[config.mk]
export PLATFORM = sky130hd
export DESIGN_NAME = state_sequencer_flat
export DESIGN_NICKNAME = d
export VERILOG_FILES = /design/src/rtl/state_sequencer_if.sv /design/src/rtl/state_sequencer.sv /design/src/flat_wrapper.sv
export SDC_FILE = /design/constraint.sdc
export NUM_CORES = 1
export LEC_CHECK = 0
export BUFFER_PORTS_ARGS = -buffer_cell sky130_fd_sc_hd__buf_2
export CORE_ASPECT_RATIO = 0.6
export CORE_UTILIZATION = 50
export DETAILED_ROUTE_END_ITERATION = 12
export PLACE_DENSITY = 0.7
export RECOVER_POWER = 25
export SYNTH_ARGS = -nofsm -noshare
export SYNTH_HDL_FRONTEND = slang
export SYNTH_SLANG_ARGS = --single-unit
[constraint.sdc]
create_clock -name clk_sys -period 2.47 [get_ports clk_sys]
set_input_delay 0.247 -clock clk_sys [delete_from_list [all_inputs] [get_ports clk_sys]]
set_output_delay 0.247 -clock clk_sys [all_outputs]
set_load 0.01 [all_outputs]
[src/rtl/state_sequencer_if.sv]
// Handshake bundle between the acquisition sequencer and the state switch.
// The sequencer selects a sub-state and ticks it; the switch acknowledges and returns the interval.
interface state_sequencer_if #(
  parameter int DATA_W = 22
);
  logic [4:0]        start;
  logic              time_up;
  logic              state_start;
  logic              state_over_n;
  logic [DATA_W-1:0] datain;

  modport master (
    output start,
    output time_up,
    input  state_start,
    input  state_over_n,
    input  datain
  );

  modport slave (
    input  start,
    input  time_up,
    output state_start,
    output state_over_n,
    output datain
  );
endinterface

[src/rtl/state_sequencer.sv]
// Walks the enabled acquisition sub-states (scale, scan, noise, pluse, st1ms) in order,
// selecting each on the state switch and ticking it at the interval the switch returns.
module state_sequencer #(
  parameter int DATA_W  = 22,
  parameter int MIN_IVL = 1
) (
  input  logic                   clk_sys,
  input  logic                   rst,
  input  logic                   go,
  input  logic [4:0]             seq_mask,
  input  logic                   loop,
  input  logic                   abort,
  state_sequencer_if.master      sw,
  output logic                   busy,
  output logic                   done,
  output logic [2:0]             cur_idx
);

  localparam logic [2:0] S_IDLE = 3'd0;
  localparam logic [2:0] S_SEL  = 3'd1;
  localparam logic [2:0] S_ACK  = 3'd2;
  localparam logic [2:0] S_RUN  = 3'd3;
  localparam logic [2:0] S_GAP  = 3'd4;
  localparam logic [2:0] S_FIN  = 3'd5;

  localparam logic [2:0] IDX_ST1MS = 3'd4;
  localparam logic [2:0] IDX_NONE  = 3'd7;

  logic [2:0]        state_q, state_d;
  logic [4:0]        mask_q, mask_d;
  logic [2:0]        idx_q, idx_d;
  logic [DATA_W-1:0] cnt_q, cnt_d;
  logic [4:0]        start_q, start_d;
  logic              time_up_q, time_up_d;
  logic              busy_q, busy_d;
  logic              done_q, done_d;
  logic [2:0]        cur_idx_q, cur_idx_d;
  logic [DATA_W-1:0] ivl;
  logic [3:0]        nxt;

  function automatic logic [2:0] lowest_bit(input logic [4:0] m);
    lowest_bit = IDX_NONE;
    for (int i = 4; i >= 0; i--) begin
      if (m[i]) lowest_bit = 3'(i);
    end
  endfunction

  // {found, index} of the lowest enabled bit strictly above cur
  function automatic logic [3:0] next_above(input logic [4:0] m, input logic [2:0] cur);
    next_above = 4'b0000;
    for (int i = 4; i >= 0; i--) begin
      if (m[i] && (3'(i) > cur)) next_above = {1'b1, 3'(i)};
    end
  endfunction

  function automatic logic [DATA_W-1:0] clamp_ivl(input logic [DATA_W-1:0] d);
    if (d < DATA_W'(MIN_IVL)) clamp_ivl = DATA_W'(MIN_IVL);
    else                      clamp_ivl = d;
  endfunction

  function automatic logic [4:0] onehot(input logic [2:0] idx);
    onehot = 5'd1 << idx;
  endfunction

  assign ivl = clamp_ivl(sw.datain);

  always_comb begin
    state_d   = state_q;
    mask_d    = mask_q;
    idx_d     = idx_q;
    cnt_d     = cnt_q;
    start_d   = start_q;
    time_up_d = 1'b0;
    busy_d    = busy_q;
    done_d    = 1'b0;
    cur_idx_d = cur_idx_q;
    nxt       = next_above(mask_q, idx_q);

    case (state_q)
      S_IDLE: begin
        if (go && !abort && (seq_mask != 5'd0)) begin
          mask_d  = seq_mask;
          idx_d   = lowest_bit(seq_mask);
          busy_d  = 1'b1;
          state_d = S_SEL;
        end
      end
      S_SEL: begin
        start_d   = onehot(idx_q);
        cur_idx_d = idx_q;
        state_d   = S_ACK;
      end
      S_ACK: begin
        if (sw.state_start) begin
          cnt_d   = ivl;
          state_d = S_RUN;
        end
      end
      S_RUN: begin
        // st1ms leaves once its single tick has been presented with start still held
        if (idx_q == IDX_ST1MS) begin
          if (time_up_q) begin
            start_d = 5'd0;
            state_d = S_GAP;
          end else if (cnt_q <= DATA_W'(1)) begin
            time_up_d = 1'b1;
            cnt_d     = ivl;
          end else begin
            cnt_d = cnt_q - DATA_W'(1);
          end
        end else if (!sw.state_over_n) begin
          start_d = 5'd0;
          state_d = S_GAP;
        end else if (cnt_q <= DATA_W'(1)) begin
          time_up_d = 1'b1;
          cnt_d     = ivl;
        end else begin
          cnt_d = cnt_q - DATA_W'(1);
        end
      end
      S_GAP: begin
        if (nxt[3]) begin
          idx_d   = nxt[2:0];
          state_d = S_SEL;
        end else if (loop) begin
          mask_d = seq_mask;
          if (seq_mask != 5'd0) begin
            idx_d   = lowest_bit(seq_mask);
            state_d = S_SEL;
          end else begin
            state_d = S_FIN;
          end
        end else begin
          state_d = S_FIN;
        end
      end
      S_FIN: begin
        done_d    = 1'b1;
        busy_d    = 1'b0;
        cur_idx_d = IDX_NONE;
        state_d   = S_IDLE;
      end
      default: state_d = S_IDLE;
    endcase

    if (abort && (state_q != S_IDLE)) begin
      state_d   = S_IDLE;
      start_d   = 5'd0;
      time_up_d = 1'b0;
      busy_d    = 1'b0;
      done_d    = 1'b0;
      cur_idx_d = IDX_NONE;
    end
  end

  always_ff @(posedge clk_sys) begin
    if (rst) begin
      state_q   <= S_IDLE;
      mask_q    <= 5'd0;
      idx_q     <= 3'd0;
      cnt_q     <= '0;
      start_q   <= 5'd0;
      time_up_q <= 1'b0;
      busy_q    <= 1'b0;
      done_q    <= 1'b0;
      cur_idx_q <= IDX_NONE;
    end else begin
      state_q   <= state_d;
      mask_q    <= mask_d;
      idx_q     <= idx_d;
      cnt_q     <= cnt_d;
      start_q   <= start_d;
      time_up_q <= time_up_d;
      busy_q    <= busy_d;
      done_q    <= done_d;
      cur_idx_q <= cur_idx_d;
    end
  end

  assign sw.start   = start_q;
  assign sw.time_up = time_up_q;
  assign busy       = busy_q;
  assign done       = done_q;
  assign cur_idx    = cur_idx_q;

endmodule

[src/flat_wrapper.sv]
// flat-port wrapper written by rule: the top's interface ports become plain ports
module state_sequencer_flat 
#(
  parameter int DATA_W  = 22,
  parameter int MIN_IVL = 1
)
  (clk_sys, rst, go, seq_mask, loop, abort, busy, done, cur_idx, sw_start, sw_time_up, sw_state_start, sw_state_over_n, sw_datain);
  state_sequencer_if #(.DATA_W(DATA_W)) sw_i ();
  input  logic clk_sys;
  input  logic rst;
  input  logic go;
  input  logic [4:0] seq_mask;
  input  logic loop;
  input  logic abort;
  output logic busy;
  output logic done;
  output logic [2:0] cur_idx;
  output wire logic [$bits(sw_i.start)-1:0] sw_start;
  output wire logic [$bits(sw_i.time_up)-1:0] sw_time_up;
  input wire logic [$bits(sw_i.state_start)-1:0] sw_state_start;
  input wire logic [$bits(sw_i.state_over_n)-1:0] sw_state_over_n;
  input wire logic [$bits(sw_i.datain)-1:0] sw_datain;
  assign sw_start = sw_i.start;
  assign sw_time_up = sw_i.time_up;
  assign sw_i.state_start = sw_state_start;
  assign sw_i.state_over_n = sw_state_over_n;
  assign sw_i.datain = sw_datain;
  state_sequencer #(.DATA_W(DATA_W), .MIN_IVL(MIN_IVL)) u_core (.clk_sys(clk_sys), .rst(rst), .go(go), .seq_mask(seq_mask), .loop(loop), .abort(abort), .sw(sw_i), .busy(busy), .done(done), .cur_idx(cur_idx));
endmodule
==> metrics.md <==
| Metric | Value |
|---|---|
| Outcome | finished, final reports clean |
| CP max FO | 17 |
| CP endpoint kind | flop |
| Synthesized area per cell | 7.780 sq um |
| Antenna cells | 0 |
| Overall routing resource usage | 0.2651 |
| Synth area leader | dfxtp_1 |
| Synth Instances | 335 |
| Hold Path Stages | 3 |
| First-pass GRT wire length | 11,140 um |
| Initial core utilization | 0.5454 |
| Die Width | about 95 um |
| Slowest CP cell | or4_1 |
| Count leader, synth | dfxtp_1 |
| Final Non-Filler Cells | 448 |
| Cell Rows | 19 |
| Number of synthesized register bits | 43 |
| Setup Buffers After CTS | 0 |
| Syn_nets | 371 |
| Root Buffer | clkbuf_8 |
| PD cells | 524.8 mW/mm^2 |
| Sequential share of the synthesized area | 0.3303 |
| Clk slew on worst S/H paths | 0.09 ns |
| Post-placement cell count | 440 |
| Core footprint | 0.004778 sq mm |
| HP Start | sw_datain[18] |
| Post-synth top cells | dfxtp_1 (43), nor2_1 (33), a21oi_1 (32), o21ai_0 (26), nor3_1 (22) |
| Max Cap Viol | 0 |
| Vias in the first global route | 2,190 |
| Final Hold Viols | 0 |
| P_sw | slightly above 500 uW |
| CTS tree | yes |
| Hold_buf cts | 0 |
| Reg2Reg Launch Point | u_core.cnt_q[8]$_SDFFE_PP0P_ |
| Initial antenna violation count | 0 |
| Top FF cell, synth | dfxtp_1 |
| Dpl hpwl | around 5000 um |
| Slew Limit Fails | 0 |
| Setup Skew | 0.007126 ns |
| Die height | 57.93 um |
| DRC viols | 0 |
| Clk sinks | 43 |
| Share of cells above drive strength 1 | 0.2104 |
| Hold slack | between 0.15 and 0.2 ns |
| Initial drt markers | 247 |
| Worst Hold Class | in -> reg |
| CP required | 2.66 ns |
| Post-synth cell types | 52 |
| Critical path type | reg -> reg |
| Fmax achieved | 430.1 MHz |
| RePlAce Congestion | 0.9096 |
| Fin crit period | 2.325 ns |
| PostCTS Resize Cnt | 0 |
| Async S/R FF share, synth | 0 |
| Post-Syn Area | 0.002606 sq mm |
| Worst path cell trace | or4_1, and4bb_4, a31oi_4, nand4b_1, o21ai_1, a2111oi_2 |
| Filler Cells Inserted | approximately 430 |
| Internal | ~1.1 mW |
| DRT Pass-1 Iters | 5 |
| Logic pwr share | 0.251 |
| Core Util, Final | 0.6431 |
| Nets | 420 |
| Area share of the leading cell type in the synthesized netlist | 0.3303 |
| Switching share of power | 0.3219 |
| Critical path origin | u_core.cnt_q[8]$_SDFFE_PP0P_ |
| Fin crit share | 0.9414 |
| RSZ-0062 raised after global routing | yes |
| Number of flops mapped to enable cells by yosys | 0 |
| Avg WL per Cell | 15.28 um |
| Die Footprint | about 0.0055 sq mm |
| Wirelength, routed | around 6800 um |
| Via density | roughly 6 |
| Clock Tree Buf Depth | 2 |
| Num CTS Buffers | 5 |
| Final setup violation count | 0 |
| Worst vdd ir | 0.3427 mV |
| DR vias | roughly 2,700 |
| CP arrival | 2.52 ns |
| Clock Latency Late Sink | around 0.3 ns |
| Max_slew headroom | 0.5144 |
| FF-to-FF path depth | 6 |
| Clock Power Share | 0.277 |
| IO Count | between 40 and 50 |
| Most area-consuming cells after synthesis | dfxtp_1 (33%), a21oi_1 (6.1%), o21ai_0 (5.0%) |
| PortBufs | 44 |
| GRT overflow | 0 |
| Setup TNS | 0 ns |
| Leak Pwr | between 1 and 1.5 nW |
| Largest net degree at the start of global routing | 35 |
| Slew @ Worst Pin | 0.7284 ns |
| Synth warnings | 0 |
| Max incr delay on CP | about 0.56 ns |
| Area delta synth->final | 17.91% |
| Startpoint types | flop |
| Register share of total power | 0.472 |
| Routed Antenna Nets | 0 |
| H-tree depth | 2 |
## cells in the final DEF, fill, tap and decap left out, types with 3 or more instances in the layout
cell type  Yosys  routed
a2111oi_2      4       4
a211oi_1       5       5
a21o_1         3       3
a21oi_1       32      31
a22oi_1        3       3
a31oi_1        8       8
and2_1         7       7
buf_2          7      33
buf_4          0      20
clkbuf_1      16      12
clkbuf_8       0       5
dfxtp_1       43      43
inv_1          8       8
mux2_2         4       4
mux2i_1       11      11
nand2_1       19      19
nand2b_1       5       5
nand3_1        8       8
nand4_1        4       4
nor2_1        33      33
nor2b_1        4       4
nor3_1        22      22
nor3b_1        3       3
nor4_1        19      19
nor4b_1        3       3
o21ai_0       26      26
o21ai_1        3       3
or4_1          6       6
## logic make-up (layout without fill, tap and decap cells)
family | after synthesis | in the layout | synth area share
adders and majority gates | 2 | 2 | 0.009600
muxes | 15 | 15 | 0.05953
DFF | 43 | 43 | 0.3303
and+or+nand+nor | 147 | 147 | 0.3140
buffers and inverters | 32 | 82 | 0.05233
AOI/OAI and AO/OA | 96 | 96 | 0.2343
## final timing paths
kind | end | slack (ns)
worst max-delay path | u_core.cnt_q[14]$_SDFFE_PP0P_ | 0.14
worst min-delay path | u_core.cnt_q[18]$_SDFFE_PP0P_ | 0.19
worst max register to register | u_core.cnt_q[14]$_SDFFE_PP0P_ | 0.14
worst min register to register | u_core.cnt_q[20]$_SDFFE_PP0P_ | 0.47
## power by group through the flow
stage	Clock, mW	Combinational (mW)	Sequential (mW)
floorplan	0	0.271	0.764
global placement	0	0.397	0.775
detailed placement	0	0.398	0.775
CTS	0.456	0.400	0.759
global route	0.496	0.448	0.766
finish	0.447	0.404	0.761
## per-layer routing
layer  share of wire  track usage  vias to the layer above
met5               0            0                        -
met4          0.0022      0.04329                        0
met3           0.092      0.05906                        2
met2            0.37       0.3204                      121
met1            0.54       0.4553                     1201
li1                -            -                     1348
## area by class of cell
cell class / instances / area [sq um] / share of cell area
Multi-Input combinational cell: 260 / 1622 / 0.5277
Sequential cell: 43 / 860.8 / 0.2801
Timing Repair Buffer: 66 / 396.6 / 0.1291
Tap cell: 63 / 78.83 / 0.02565
Clock buffer: 6 / 72.57 / 0.02362
Inverter: 8 / 30.03 / 0.009772
Clock inverter: 2 / 12.51 / 0.004072
## through the flow
step	total power, mW	area [sq um]	setup WS [ns]
detailed placement	1.174	2993	0.1650
floorplan	1.035	2606	0.2413
global placement	1.172	2993	0.2307
global route	1.711	3073	-0.00004285
CTS	1.615	3078	0.1433
finish	1.613	3073	0.1448
## critical path: cells and delay by family (launching register included)
| kind | cells | cell delay, ns |
|---|---|---|
| compound gates | 3 | 0.69 |
| flops | 1 | 0.37 |
| simple gates | 3 | 1.15 |
## registers in the layout, indices dropped and copies added, names as in the netlist
signal,count
u_core.state_q,3
u_core.sw.time_up,1
u_core.idx_q,3
u_core.cnt_q,22
u_core.done,1
u_core.mask_q,4
u_core.cur_idx,3
u_core.busy,1
u_core.sw.start,5
Power figures use the tool's default switching activity.
